==> src/rtl/phase_accum_q22_pkg.sv <==
// phase_accum_q22_pkg: Q2.22 angle constants, reduced-angle type and angle helpers.
//   PI_Q22 / TWO_PI_Q22  : pi and 2*pi in unsigned Q2.22
//   angle_half_t         : {half, theta} result of folding an angle into [0, pi)
//   reduce_half_q22(p)   : fold p in [0, 2*pi) into [0, pi) plus half-cycle flag
//   mod_two_pi_q22(s)    : single-subtract reduction of s in [0, 4*pi) into [0, 2*pi)
package phase_accum_q22_pkg;
  localparam logic [23:0] PI_Q22 = 24'd13176795;
  localparam logic [24:0] TWO_PI_Q22 = 25'd26353590;
  typedef struct packed {
    logic        half;
    logic [23:0] theta;
  } angle_half_t;
  function automatic angle_half_t reduce_half_q22(input logic [24:0] p);
    logic ge;
    ge = p >= {1'b0, PI_Q22};
    return '{half: ge, theta: ge ? 24'(p - {1'b0, PI_Q22}) : p[23:0]};
  endfunction
  function automatic logic [24:0] mod_two_pi_q22(input logic [25:0] s);
    return s >= {1'b0, TWO_PI_Q22} ? 25'(s - {1'b0, TWO_PI_Q22}) : s[24:0];
  endfunction
endpackage

==> src/rtl/phase_accum_q22_if.sv <==
// phase_accum_q22_if: control inputs and output sample stream of the phase accumulator.
//   en, freq_word, freq_load, phase_sync, phase_off, out_ready : driven by master
//   out_valid, theta_out, theta_half, wrap_out                  : driven by slave (accumulator)
interface phase_accum_q22_if;
  logic        en;
  logic [23:0] freq_word;
  logic        freq_load;
  logic        phase_sync;
  logic [23:0] phase_off;
  logic        out_valid;
  logic        out_ready;
  logic [23:0] theta_out;
  logic        theta_half;
  logic        wrap_out;
  modport master (
    output en, freq_word, freq_load, phase_sync, phase_off, out_ready,
    input  out_valid, theta_out, theta_half, wrap_out
  );
  modport slave (
    input  en, freq_word, freq_load, phase_sync, phase_off, out_ready,
    output out_valid, theta_out, theta_half, wrap_out
  );
endinterface

==> src/rtl/phase_accum_q22_lfsr16.sv <==
// lfsr16: 16-bit Fibonacci LFSR (taps 16,14,13,11, seed 16'hACE1) used as phase dither.
//   clk, rst  : clock, synchronous active-high reset (reloads seed)
//   step_i    : advance one state
//   lfsr_o    : low OUT_BITS bits of the register
// Only built when PHASE_DITHER_EN is defined.
`ifdef PHASE_DITHER_EN
module lfsr16 #(
  parameter int OUT_BITS = 4
) (
  input  logic                clk,
  input  logic                rst,
  input  logic                step_i,
  output logic [OUT_BITS-1:0] lfsr_o
);
  logic [15:0] lfsr_q;
  always_ff @(posedge clk)
    if (rst) lfsr_q <= 16'hACE1;
    else if (step_i) lfsr_q <= {lfsr_q[14:0], lfsr_q[15] ^ lfsr_q[13] ^ lfsr_q[12] ^ lfsr_q[10]};
  assign lfsr_o = lfsr_q[OUT_BITS-1:0];
endmodule
`endif

==> src/rtl/phase_accum_q22.sv <==
// phase_accum_q22: NCO phase accumulator modulo 2*pi, emitting angles folded into [0, pi).
//   clk, rst : clock, synchronous active-high reset
//   acc_io   : phase_accum_q22_if.slave (en, freq_word/freq_load, phase_sync/phase_off,
//              valid/ready output stream theta_out, theta_half, wrap_out)
// Optional: define PHASE_DITHER_EN to add LFSR dither to theta_out LSBs (saturated below pi).
module phase_accum_q22
  import phase_accum_q22_pkg::*;
#(
  parameter int DITHER_BITS = 4
) (
  input logic              clk,
  input logic              rst,
  phase_accum_q22_if.slave acc_io
);
  if (DITHER_BITS < 1 || DITHER_BITS > 16) begin : g_bad_dither
    $error("DITHER_BITS must be in 1..16");
  end
  logic [24:0] phase_q, phase_d;
  logic [23:0] inc_q, theta_q, theta_d;
  logic        wrap_q, wrap_d, valid_q, half_q, wrap_out_q, adv;
  logic [25:0] sum;
  angle_half_t red;
  assign adv = acc_io.en && (!valid_q || acc_io.out_ready);
  assign red = reduce_half_q22(phase_q);
  assign sum = {1'b0, phase_q} + {2'b0, inc_q};
  always_comb begin
    phase_d = acc_io.phase_sync ? mod_two_pi_q22({2'b0, acc_io.phase_off}) :
              adv ? mod_two_pi_q22(sum) : phase_q;
    wrap_d  = acc_io.phase_sync ? 1'b0 : adv ? sum >= {1'b0, TWO_PI_Q22} : wrap_q;
  end
`ifdef PHASE_DITHER_EN
  logic [DITHER_BITS-1:0] dither;
  logic [24:0]            dith_sum;
  lfsr16 #(.OUT_BITS(DITHER_BITS)) u_lfsr (.clk(clk), .rst(rst), .step_i(adv), .lfsr_o(dither));
  assign dith_sum = {1'b0, red.theta} + 25'(dither);
  assign theta_d  = dith_sum >= {1'b0, PI_Q22} ? PI_Q22 - 24'd1 : dith_sum[23:0];
`else
  assign theta_d = red.theta;
`endif
  always_ff @(posedge clk)
    if (rst) begin
      phase_q    <= '0;
      inc_q      <= '0;
      wrap_q     <= 1'b0;
      valid_q    <= 1'b0;
      theta_q    <= '0;
      half_q     <= 1'b0;
      wrap_out_q <= 1'b0;
    end else begin
      phase_q <= phase_d;
      wrap_q  <= wrap_d;
      if (acc_io.freq_load) inc_q <= acc_io.freq_word;
      if (adv) begin
        valid_q    <= 1'b1;
        theta_q    <= theta_d;
        half_q     <= red.half;
        wrap_out_q <= wrap_q;
      end else if (acc_io.out_ready) valid_q <= 1'b0;
    end
  assign acc_io.out_valid  = valid_q;
  assign acc_io.theta_out  = theta_q;
  assign acc_io.theta_half = half_q;
  assign acc_io.wrap_out   = wrap_out_q;
endmodule

==> src/flat_wrapper.sv <==
// flat-port wrapper written by rule: the top's interface ports become plain ports
module phase_accum_q22_flat import phase_accum_q22_pkg::*;
#(
  parameter int DITHER_BITS = 4
)
  (clk, rst, acc_io_en, acc_io_freq_word, acc_io_freq_load, acc_io_phase_sync, acc_io_phase_off, acc_io_out_ready, acc_io_out_valid, acc_io_theta_out, acc_io_theta_half, acc_io_wrap_out);
  phase_accum_q22_if acc_io_i ();
  input logic clk;
  input logic rst;
  input wire logic [$bits(acc_io_i.en)-1:0] acc_io_en;
  input wire logic [$bits(acc_io_i.freq_word)-1:0] acc_io_freq_word;
  input wire logic [$bits(acc_io_i.freq_load)-1:0] acc_io_freq_load;
  input wire logic [$bits(acc_io_i.phase_sync)-1:0] acc_io_phase_sync;
  input wire logic [$bits(acc_io_i.phase_off)-1:0] acc_io_phase_off;
  input wire logic [$bits(acc_io_i.out_ready)-1:0] acc_io_out_ready;
  output wire logic [$bits(acc_io_i.out_valid)-1:0] acc_io_out_valid;
  output wire logic [$bits(acc_io_i.theta_out)-1:0] acc_io_theta_out;
  output wire logic [$bits(acc_io_i.theta_half)-1:0] acc_io_theta_half;
  output wire logic [$bits(acc_io_i.wrap_out)-1:0] acc_io_wrap_out;
  assign acc_io_i.en = acc_io_en;
  assign acc_io_i.freq_word = acc_io_freq_word;
  assign acc_io_i.freq_load = acc_io_freq_load;
  assign acc_io_i.phase_sync = acc_io_phase_sync;
  assign acc_io_i.phase_off = acc_io_phase_off;
  assign acc_io_i.out_ready = acc_io_out_ready;
  assign acc_io_out_valid = acc_io_i.out_valid;
  assign acc_io_theta_out = acc_io_i.theta_out;
  assign acc_io_theta_half = acc_io_i.theta_half;
  assign acc_io_wrap_out = acc_io_i.wrap_out;
  phase_accum_q22 #(.DITHER_BITS(DITHER_BITS)) u_core (.clk(clk), .rst(rst), .acc_io(acc_io_i));
endmodule
==> config.mk <==
export PLATFORM = sky130hd
export DESIGN_NAME = phase_accum_q22_flat
export DESIGN_NICKNAME = d
export VERILOG_FILES = /design/src/rtl/phase_accum_q22_pkg.sv /design/src/rtl/phase_accum_q22_if.sv /design/src/rtl/phase_accum_q22_lfsr16.sv /design/src/rtl/phase_accum_q22.sv /design/src/flat_wrapper.sv
export SDC_FILE = /design/constraint.sdc
export NUM_CORES = 1
export LEC_CHECK = 0
export ABC_CLOCK_PERIOD_IN_PS = 5300
export BUFFER_PORTS_ARGS = -buffer_cell sky130_fd_sc_hd__buf_2
export CAP_MARGIN = 30
export CORE_ASPECT_RATIO = 1.1
export CORE_MARGIN = 3
export CORE_UTILIZATION = 30
export CTS_CLUSTER_DIAMETER = 80
export DETAILED_ROUTE_END_ITERATION = 8
export PLACE_DENSITY_LB_ADDON = 0.1
export SETUP_SLACK_MARGIN = 0.2
export SLEW_MARGIN = 0
export SYNTH_ARGS = -nofsm -noshare
export SYNTH_HDL_FRONTEND = slang
export SYNTH_SLANG_ARGS = --single-unit
==> constraint.sdc <==
create_clock -name clk -period 5.3 [get_ports clk]
set_input_delay 0.265 -clock clk [delete_from_list [all_inputs] [get_ports clk]]
set_output_delay 0.265 -clock clk [all_outputs]
set_load 0.03 [all_outputs]
* Word-level counts from Yosys, hierarchy flattened
Cells that the tools add are included.
Word-level totals: bits in registers 77, input bits 54, output and inout port bits 27, logic and storage cells 25
Cells by class: add/subtract/negate cells 3, magnitude comparators 2, muxes and demuxes 6, reduce and logical (&&, ||, !) cells 6
Operators with widths (count):
- $mux W24 | 3
- $add A25 B24 Y26 | 1
- $ge A26 B25 Y1 const B | 1
- $ge A25 B24 Y1 const B | 1
- $mux W25 | 1
- $sub A25 B25 Y25 const B | 1
- $sub A24 B24 Y24 const B | 1
- $reduce_bool A2 Y1 | 2
- $mux W1 | 2
- $reduce_or A2 Y1 | 1
- $logic_and A1 B1 Y1 | 1
- $logic_not A1 Y1 | 1
- $logic_or A1 B1 Y1 | 1

* Longest topological paths before layout
word-level depth 5, gate-level depth with buffers 15, depth with buffers taken out 14

* Worst setup path before layout
OpenSTA, ideal clock, no wires.
kind register to register, start point register u_core.phase_q[0], end point register u_core.phase_q[15], library setup time 130 ps, arrival 3993 ps, data required time 5170 ps, setup slack 1177 ps, stages on the path, launching flop included 14, buffers on the path 0, period minus slack after synthesis 4123 ps, path through dfxtp_1 ha_1 fa_1 a211o_1 a41o_1 o21ai_0 xor2_1 a2111o_1 or4b_4 a31oi_4 o21ai_4 or4_1 xor2_1 o22ai_2
On the way: longest elaborated chain between the ends 5, elaborated cells between the ends (all ways) 6, classes of those cells add/sub (2); order compare (1); mux (3)
Ends and longest elaborated chain:
- start: declaration | RTL line phase_accum_q22.sv:18 | logic [24:0] phase_q, phase_d;
- start signal: assignment | RTL line phase_accum_q22.sv:50 | phase_q <= phase_d;
- $add A25 B24 Y26 (*) | RTL line phase_accum_q22.sv:25 | assign sum = {1'b0, phase_q} + {2'b0, inc_q};
- $sub A25 B25 Y25 or $ge A26 B25 Y1 (tied branches) | RTL line phase_accum_q22_pkg.sv:19 | return s >= {1'b0, TWO_PI_Q22} ? 25'(s - {1'b0, TWO_PI_Q22}) : s[24:0];
- $mux W25 (*) | RTL line phase_accum_q22_pkg.sv:19
- $mux W24 (*) | RTL line phase_accum_q22.sv:28 | adv ? mod_two_pi_q22(sum) : phase_q;
- $mux W24 (*) | RTL line phase_accum_q22.sv:27 | phase_d = acc_io.phase_sync ? mod_two_pi_q22({2'b0, acc_io.phase_off}) :
Every way passes the cells marked *; elsewhere a longest branch is shown, timed or not. The select of a mux whose other input is x is not followed. A chain may end at the register's enable or synchronous reset.

* Worst setup path in the final report
start point register u_core.phase_q[0], end point register u_core.phase_q[4]
Same word-level chain as after synthesis.

==> summary.txt <==
Yosys
  • Post-synthesis net count: 803
  • Ys flop type: dfxtp_1
  • Post-synth EDFFs: 0
  • Sequential area share after synthesis: 0.276
  • Mapped Cells: 722
  • Syn_area_per_cell: 7.72 sq um
  • Synthesized cell area: 0.00558 sq mm
  • Distinct cells, synth: 76
  • Async SR Flop Fraction: 0
  • Warning count from the yosys run: 0
  • Yosys reg bits: 77

Power and ir drop
  • Clk network pwr share: 0.374
  • Switching Share: 0.334
  • Flop pwr share: 0.366
  • Lkg Pwr: 2.67 nW
  • Sw power: 0.000613 W
  • Int Power: 0.00122 W
  • Pwr Total: 0.00183 W
  • Peak supply drop: 167 uV
  • Comb pwr share: 0.260
  • Pwr per Cell Area: 284 mW/mm^2

Finish
  • Layout area overhead: 15.9%
  • Leading cell type in the layout, fill and taps excluded: nor2_1
  • Antenna cells: 0
  • Layout cells sized above 1: 0.155
  • Finished Cell Area: 0.00646 sq mm
  • Commonest non-fill, non-tap cells in the layout: nor2_1 (92), buf_2 (80), dfxtp_1 (77)
  • Final nets: 856

Clock tree
  • Post-CTS sizing: 0
  • Num CTS Buffers: 9
  • Worst-case clock buffer depth: 2
  • TritonCTS clock tree: built
  • CTS Root Cell: clkbuf_16
  • Clk Latency, worst-skew pair: 350 ps
  • Worst-path clk slew: 60 ps
  • Clock sink count: 77
  • Setup bufs post-CTS: 0
  • CTS H-tree lvls: 3
  • Cts hold-fix bufs: 0

Critical path
  • CP max-delay cell: or4b_4
  • Worst EP required: 5560 ps
  • CP Cell Sequence: ha_1 -> fa_1 -> a211o_1 -> a41o_1 -> o21ai_0 -> xor2_1 -> a2111o_1 -> or4b_4 -> a31oi_4 -> o21a_1 -> nand2_1 -> and3_1 -> o32ai_1
  • CP max stage delay: 560 ps
  • Kind of critical path: reg2reg
  • Worst Path Buf+Inv: 0
  • Critical path endpoint category: register
  • Max FO, Critical Path: 11
  • Critical path's top delay family: compound AO/OA/AOI/OAI gates
  • Critical path arrival: 4890 ps
  • Startpoint Class: register

Status
  • Status: finished clean

Die
  • Core ar.: 0.0180 sq mm
  • Initial Util: 0.310
  • Rows: 51
  • Die area: 0.0203 sq mm
  • I/O pin count: 81
  • Die X: 136 um
  • Die height: 149 um

Placed design
  • Pre-CTS setup slack: 706 ps
  • Final HPWL from detailed placement: 13600 um
  • IO buf count: 80
  • Final GP Congestion: 0.902
  • Placement Cell Area: 0.00614 sq mm

Global routing
  • Layer with the highest usage: met2
  • Vias in the first global route: 5169
  • Initial antenna violation count: 0
  • GRT Util Overall: 0.179
  • GR Overflow Total: 0
  • Largest net degree at the start of global routing: 73
  • M2 GR Usage: 0.291
  • First-pass GRT wire length: 28100 um
  • Met3 GRT Util: 0.0240
  • Grt met1 use: 0.240

Routing
  • Via density: 5.35
  • Routed via count: 5436
  • DRT Pass-1 Iters: 5
  • Initial DRC Count: 190
  • Wirelength per Cell: 17.4 um
  • Final wirelength: 17700 um
  • # DRC: 0
  • Routed Antenna Nets: 0

Worst hold path
  • Class of the worst hold path: in2reg

Timing
  • Setup TNS Final: 0 ps
  • Worst slew pin tran: 1030 ps
  • Final worst slack: 664 ps
  • Final Hold Fails: 0
  • Fmax: 216 MHz
  • Max-slew violation count: 0
  • Unrepaired setup endpoints after global routing: no
  • Relative slew slack: 0.314
  • Final worst path period share: 0.875
  • Setup violations, final: 0
  • Final worst path period need: 4640 ps
  • Clk_skew: 7.08 ps

Job
  • Max cap viols: 0
cells in the mapped netlist (all sizes together), types with 10 or more instances:
master / instances / area, sq um
a211oi: 21 / 163
a21oi: 52 / 260
a31oi: 10 / 77.6
and3: 13 / 86.3
clkbuf: 34 / 128
dfxtp: 77 / 1540
ha: 26 / 325
inv: 20 / 75.1
mux2i: 25 / 250
nand2: 61 / 229
nand3: 15 / 75.1
nor2: 92 / 345
nor3: 20 / 105
o21ai: 52 / 272
or3: 11 / 68.8
xnor2: 22 / 193
xor2: 18 / 158
layout make-up:
class,instances,area [sq um]
clock buffers,10,239
clock inverters,5,82.6
fillers,1938,11500
inverters,20,75.1
multi-input cells,583,3800
flip-flops and latches,77,1540
well taps,238,298
repair buffers,84,430
kinds of logic after synthesis:
kind of cell    Yosys count  share of synthesized area
flops                    77                      0.276
simple gates            267                      0.235
xor+xnor                 40                     0.0628
mux                      26                     0.0469
fa+ha+maj                27                     0.0619
compound gates          223                      0.274
buf+inv                  62                     0.0438
worst min-delay path, cell delays in order:
cell and delay, ps:
buf_2 70, mux2i_1 50, nor2_1 70
routing by layer:
layer | vias to the layer above | routed length (um) | share of wire
li1 | 2786 | - | -
met1 | 2529 | 8410 | 0.47
met2 | 103 | 8270 | 0.47
met3 | 18 | 655 | 0.037
met4 | 0 | 374 | 0.021
met5 | - | 0 | 0
path summary, 6_finish.rpt:
path	start	end	slack, ps	depth (start not counted)
hold reg to reg	u_core.acc_io.wrap_out	u_core.acc_io.wrap_out	460	2
setup / recovery	u_core.phase_q[0]	u_core.phase_q[4]	660	13
setup reg to reg	u_core.phase_q[0]	u_core.phase_q[4]	660	13
hold / removal	acc_io_freq_word[14]	u_core.inc_q[14]	150	3
stage by stage:
step / hold WS, ps / instances / utilization
global placement: 446 / 1002 / 0.341
floorplan: 394 / 722 / -
detailed placement: 452 / 1002 / 0.341
CTS: 136 / 1017 / 0.359
finish: 150 / 1017 / 0.359
global route: 149 / 1017 / 0.359
state kept, by name, indices dropped and copies added (netlist names):
| signal | count |
|---|---|
| u_core.phase_q | 25 |
| u_core.acc_io.theta_out | 24 |
| u_core.inc_q | 24 |
| u_core.acc_io.out_valid | 1 |
| u_core.acc_io.theta_half | 1 |
| u_core.acc_io.wrap_out | 1 |
| u_core.wrap_q | 1 |
power groups by stage:
stage | Sequential (W) | Combinational (W) | Clock [W]
2_1_floorplan | 0.000691 | 0.000325 | 0
3_3_place_gp | 0.000682 | 0.000469 | 0
3_5_place_dp | 0.000683 | 0.000475 | 0
4_1_cts | 0.000670 | 0.000477 | 0.000713
5_1_grt | 0.000676 | 0.000530 | 0.000731
6_report | 0.000670 | 0.000477 | 0.000685
Note: power is estimated with default switching activity, not from simulation.
